--- src/rtl/genius_pkg.sv ---
// Shared display-path definitions: segment code width, blank code,
// per-channel hold FSM state encoding and timer sizing helper.
package genius_pkg;

  localparam int unsigned SEG_W = 7;
  localparam logic [SEG_W-1:0] SEG_BLANK = 7'b1111111;

  typedef enum logic {
    ST_IDLE = 1'b0,
    ST_SHOW = 1'b1
  } hold_state_e;

  // Timer width able to hold HOLD_CYCLES, never narrower than one bit.
  function automatic int unsigned cnt_width(input int unsigned hold);
    int unsigned w;
    w = $clog2(hold + 1);
    return (w < 1) ? 1 : w;
  endfunction

endpackage

--- src/rtl/hold_channel.sv ---
// One display channel: holds a written code for HOLD_CYCLES clocks, then
// blanks itself and pulses o_done for one cycle.
module hold_channel
  import genius_pkg::*;
#(
  parameter int unsigned      WIDTH       = SEG_W,
  parameter int unsigned      HOLD_CYCLES = 25_000_000,
  parameter logic [WIDTH-1:0] BLANK       = SEG_BLANK
) (
  input  logic             CLK_i,
  input  logic             RST_i,
  input  logic             i_load,
  input  logic             i_clr,
  input  logic [WIDTH-1:0] i_data,
  output logic [WIDTH-1:0] o_code,
  output logic             o_act,
  output logic             o_done
);

  localparam int unsigned      CNT_W    = cnt_width(HOLD_CYCLES);
  localparam bit               TIMED    = (HOLD_CYCLES != 0);
  localparam logic [CNT_W-1:0] CNT_LOAD = TIMED ? CNT_W'(HOLD_CYCLES - 1) : '0;

  hold_state_e      r_state;
  logic [CNT_W-1:0] r_cnt;
  logic [WIDTH-1:0] r_code;
  logic             r_act;
  logic             r_done;

  hold_state_e      w_state_nxt;
  logic [CNT_W-1:0] w_cnt_nxt;
  logic [WIDTH-1:0] w_code_nxt;
  logic             w_act_nxt;
  logic             w_done_nxt;

  // State, timer and output registers.
  always_ff @(posedge CLK_i or posedge RST_i) begin
    if (RST_i) begin
      r_state <= ST_IDLE;
      r_cnt   <= '0;
      r_code  <= BLANK;
      r_act   <= 1'b0;
      r_done  <= 1'b0;
    end else begin
      r_state <= w_state_nxt;
      r_cnt   <= w_cnt_nxt;
      r_code  <= w_code_nxt;
      r_act   <= w_act_nxt;
      r_done  <= w_done_nxt;
    end
  end

  // Priority: clear, then write (retriggers and beats expiry), then timer.
  always_comb begin
    w_state_nxt = r_state;
    w_cnt_nxt   = r_cnt;
    w_code_nxt  = r_code;
    w_act_nxt   = r_act;
    w_done_nxt  = 1'b0;

    if (i_clr) begin
      w_state_nxt = ST_IDLE;
      w_cnt_nxt   = '0;
      w_code_nxt  = BLANK;
      w_act_nxt   = 1'b0;
    end else if (i_load) begin
      w_state_nxt = ST_SHOW;
      w_cnt_nxt   = CNT_LOAD;
      w_code_nxt  = i_data;
      w_act_nxt   = 1'b1;
    end else begin
      case (r_state)
        ST_SHOW: begin
          if (TIMED) begin
            if (r_cnt == '0) begin
              w_state_nxt = ST_IDLE;
              w_code_nxt  = BLANK;
              w_act_nxt   = 1'b0;
              w_done_nxt  = 1'b1;
            end else begin
              w_cnt_nxt = r_cnt - CNT_W'(1);
            end
          end
        end
        default: begin
          w_state_nxt = ST_IDLE;
        end
      endcase
    end
  end

  assign o_code = r_code;
  assign o_act  = r_act;
  assign o_done = r_done;

endmodule

--- src/rtl/demux1x2_hold.sv ---
// Registered 1-to-2 demux for segment codes; each output channel blanks
// itself after a programmable hold time.
module demux1x2_hold
  import genius_pkg::*;
#(
  parameter int unsigned      WIDTH       = SEG_W,
  parameter int unsigned      HOLD_CYCLES = 25_000_000,
  parameter logic [WIDTH-1:0] BLANK       = SEG_BLANK
) (
  input  logic             CLK_i,
  input  logic             RST_i,
  input  logic [WIDTH-1:0] ENT_i,
  input  logic             SEL_i,
  input  logic             WR_i,
  input  logic             CLR_i,
  output logic [WIDTH-1:0] OUT0_o,
  output logic [WIDTH-1:0] OUT1_o,
  output logic             ACT0_o,
  output logic             ACT1_o,
  output logic             DONE0_o,
  output logic             DONE1_o
);

  logic w_load0;
  logic w_load1;

  // A clear drops any coincident write.
  assign w_load0 = WR_i & ~CLR_i & ~SEL_i;
  assign w_load1 = WR_i & ~CLR_i &  SEL_i;

  hold_channel #(
    .WIDTH      (WIDTH),
    .HOLD_CYCLES(HOLD_CYCLES),
    .BLANK      (BLANK)
  ) u_ch0 (
    .CLK_i (CLK_i),
    .RST_i (RST_i),
    .i_load(w_load0),
    .i_clr (CLR_i),
    .i_data(ENT_i),
    .o_code(OUT0_o),
    .o_act (ACT0_o),
    .o_done(DONE0_o)
  );

  hold_channel #(
    .WIDTH      (WIDTH),
    .HOLD_CYCLES(HOLD_CYCLES),
    .BLANK      (BLANK)
  ) u_ch1 (
    .CLK_i (CLK_i),
    .RST_i (RST_i),
    .i_load(w_load1),
    .i_clr (CLR_i),
    .i_data(ENT_i),
    .o_code(OUT1_o),
    .o_act (ACT1_o),
    .o_done(DONE1_o)
  );

endmodule

--- config.mk ---
export PLATFORM = sky130hd
export DESIGN_NAME = demux1x2_hold
export DESIGN_NICKNAME = d
export VERILOG_FILES = /design/src/rtl/genius_pkg.sv /design/src/rtl/hold_channel.sv /design/src/rtl/demux1x2_hold.sv
export SDC_FILE = /design/constraint.sdc
export NUM_CORES = 1
export LEC_CHECK = 0
export BUFFER_PORTS_ARGS = -buffer_cell sky130_fd_sc_hd__buf_4
export CAP_MARGIN = 20
export CORE_MARGIN = 8
export CORE_UTILIZATION = 60
export DETAILED_ROUTE_END_ITERATION = 12
export GPL_ROUTABILITY_DRIVEN = 0
export PLACE_DENSITY = 0.88
export SETUP_SLACK_MARGIN = 0.1
export SYNTH_ARGS = -nofsm -noshare
export SYNTH_HDL_FRONTEND = slang
export SYNTH_SLANG_ARGS = --single-unit
--- constraint.sdc ---
create_clock -name CLK_i -period 3 [get_ports CLK_i]
set_input_delay 0.75 -clock CLK_i [delete_from_list [all_inputs] [get_ports CLK_i]]
set_output_delay 0.75 -clock CLK_i [all_outputs]
set_load 0.02 [all_outputs]
==> results.ini <==
[sta]
relSlewSlack_pct = 53.4
rsz0062_at_grt = false
final-max-slew-violation-count = 0
fin_tns_setup_ps = 0
worstMarginPinSlew_ps = 693
fin_crit_sh_pct = 92.0
hold_violations = 0
finClkSkew_ps = 17.7
fmax_mhz = 362
period_needed_ps = 2760
setup_violations = 0
hold_ws_ps = 489

[logic_synthesis]
synth_edf_count = 0
syn_avg_cell_area_sq_um = 9.71
seq_area_frac_synth_pct = 46.9
synth_cells = 389
async_flop_share_pct = 100
yosys.area.top_type_share_pct = 37.1
synth.ff_latch_count = 70
synth_area_sq_mm = 0.00378
synth_area_leader_cell = dfrtp_1
ys_types = 56
syn_nets = 405
ys_warn_count = 0
synth_area_leaders = dfrtp_1 (37%), dfstp_2 (9.7%), a21oi_1 (4.0%)
synth_flop_cell = dfrtp_1

[layout]
drive_gt1_share_pct = 23.2
layout_commonest_cell = dfrtp_1
final_cell_area_sq_mm = 0.00434
finalNetCount = 442
layout_common_cells = dfrtp_1 (56), buf_4 (42), a21oi_1 (30)
diodes = 0
fill_cells = 439
final_util_pct = 70.0
syn2layout_area_growth_pct = 15.0

[critical_path]
endpoint_kind = flop
reg2reg_depth = 7
cp.required_ps = 3230
startpoint_type = flop
reg2reg_slack_ps = 240
worstPathArrival_ps = 2990
reg2reg_from = u_ch0.r_cnt[0]$_DFFE_PP0P_
crit_fanout = 12
critPathKind = flop to flop
r2r-end = u_ch0.r_cnt[16]$_DFFE_PP0P_

[clock_network]
cts_resized = 0
clk_pin_slew_ps = 80
cts_buffers = 9
clockBufferDepth = 2
cts_setup_buffers = 0
clock_latency_ps = 350
tritoncts = yes
cts_hold_buf = 0
clock-sinks = 70
cts_root_buffer = clkbuf_8
h-tree-depth = 3

[global_route]
grt_pass1_wl_um = 15700
antenna_found_initial = 0
grt_pass1_vias = 3223
track_usage_pct = 21.9
grt-ovfl-total = 0
grt_max_degree = 42

[die]
core.rowCount = 29
fp.coreArea_sq_mm = 0.00620
dieArea_sq_mm = 0.00909
io-pin-count = 30
die_y_um = 95.3
die_width_um = 95.3
initial_core_util_pct = 60.9

[job]
drv_cap = 0

[power]
ir_drop_mv = 0.454
power.density_mw_per_mm2 = 597
p_leak_nw = 1.90
power_mw = 2.59

[placed_design]
numPortBuffers = 29
placed_cell_area_sq_mm = 0.00412
dp_hpwl_um = 6370

[drt]
num_vias = 3387
postRouteAntennaNets = 0
wirelength_um = 9550
dr.pass1.iters = 5
vias_per_cell = 6.67
wire_per_inst_um = 18.8
post-route-drc-count = 0
drtIter0Drc = 453

[min_path]
holdCritPathClass = primary input to async pin

[run_status]
status = finished clean

[cell type report]
type,instances,area [sq um],area share (%)
Multi-Input combinational cell,285,1860,42.8
Sequential cell,70,1770,40.7
Timing Repair Buffer,43,335,7.72
Clock buffer,9,124,2.85
Clock inverter,7,96.3,2.22
Tap cell,77,96.3,2.22
Inverter,17,63.8,1.47
[sequential cells by signal (all words and copies together) (netlist names)]
| name | cells |
|---|---|
| u_ch0.r_cnt | 25 |
| u_ch1.r_cnt | 25 |
| u_ch0.o_code | 7 |
| u_ch1.o_code | 7 |
| u_ch0.o_act | 1 |
| u_ch0.o_done | 1 |
| u_ch0.r_state | 1 |
| u_ch1.o_act | 1 |
| u_ch1.o_done | 1 |
| u_ch1.r_state | 1 |
[where the power goes]
group	total (mW)	switching [mW]	internal (mW)
clock	0.852	0.383	0.469
combinational	0.613	0.372	0.241
sequential	1.13	0.100	1.03
total	2.59	0.855	1.74
[cell usage after synthesis (all sizes together), types with 4 or more instances]
master and instances:
o31ai 11, clkbuf 10, a21o 4, a21oi 30, xnor2 7, a31oi 7
dfstp 14, inv 17, nand2 21, buf 7, nand4 5, nand3 21
or2 8, dfrtp 56, or4 16, nor3 11, nor4 17, or3 14
and3 4, o211ai 7, a211o 12, or4b 4, o21ai 19, o22a 14
ha 4, nor2 18
[stage by stage]
stage / worst slack (ps) / std cells
2_1_floorplan: 505 / 389
3_3_place_gp: 435 / 492
3_5_place_dp: 322 / 492
4_1_cts: 289 / 508
5_1_grt: 152 / 508
6_report: 240 / 508
[routing by layer]
layer / vias to the layer above / GRT usage (%) / wire length, um
li1: 1567 / - / -
met1: 1657 / 29.0 / 4120
met2: 146 / 34.4 / 4560
met3: 17 / 4.72 / 745
met4: 0 / 8.32 / 120
met5: - / 0 / 0
[worst max-delay path by stage]
stage | start | endpoint | slack (ps) | cells after the start
floorplan | RST_i | u_ch0.o_act$_DFFE_PP0P_ | 500 | 1
global placement | u_ch0.r_cnt[0]$_DFFE_PP0P_ | u_ch0.r_cnt[16]$_DFFE_PP0P_ | 440 | 8
detailed placement | u_ch0.r_cnt[0]$_DFFE_PP0P_ | u_ch0.r_cnt[16]$_DFFE_PP0P_ | 320 | 7
CTS | u_ch0.r_cnt[0]$_DFFE_PP0P_ | u_ch0.r_cnt[16]$_DFFE_PP0P_ | 290 | 7
global route | u_ch0.r_cnt[1]$_DFFE_PP0P_ | u_ch0.r_cnt[16]$_DFFE_PP0P_ | 150 | 7
finish | u_ch0.r_cnt[0]$_DFFE_PP0P_ | u_ch0.r_cnt[16]$_DFFE_PP0P_ | 240 | 7
[cells by family after synthesis]
family | Yosys count | synth area share [%]
buffers and inverters | 34 | 3.91
adder cells (fa/ha/maj) | 4 | 1.33
AO/OA/AOI/OAI | 120 | 22.3
AND/OR/NAND/NOR | 151 | 23.3
flip-flops | 70 | 46.9
XOR/XNOR | 10 | 2.32
[critical path, stage by stage, from the launching register on]
cell	delay [ps]
dfrtp_1	430
inv_1	110
ha_1	170
or4b_2	670
nor4_4	340
a21o_1	440
o21bai_1	130
a221o_1	360
(Power assumes the default switching activity.)
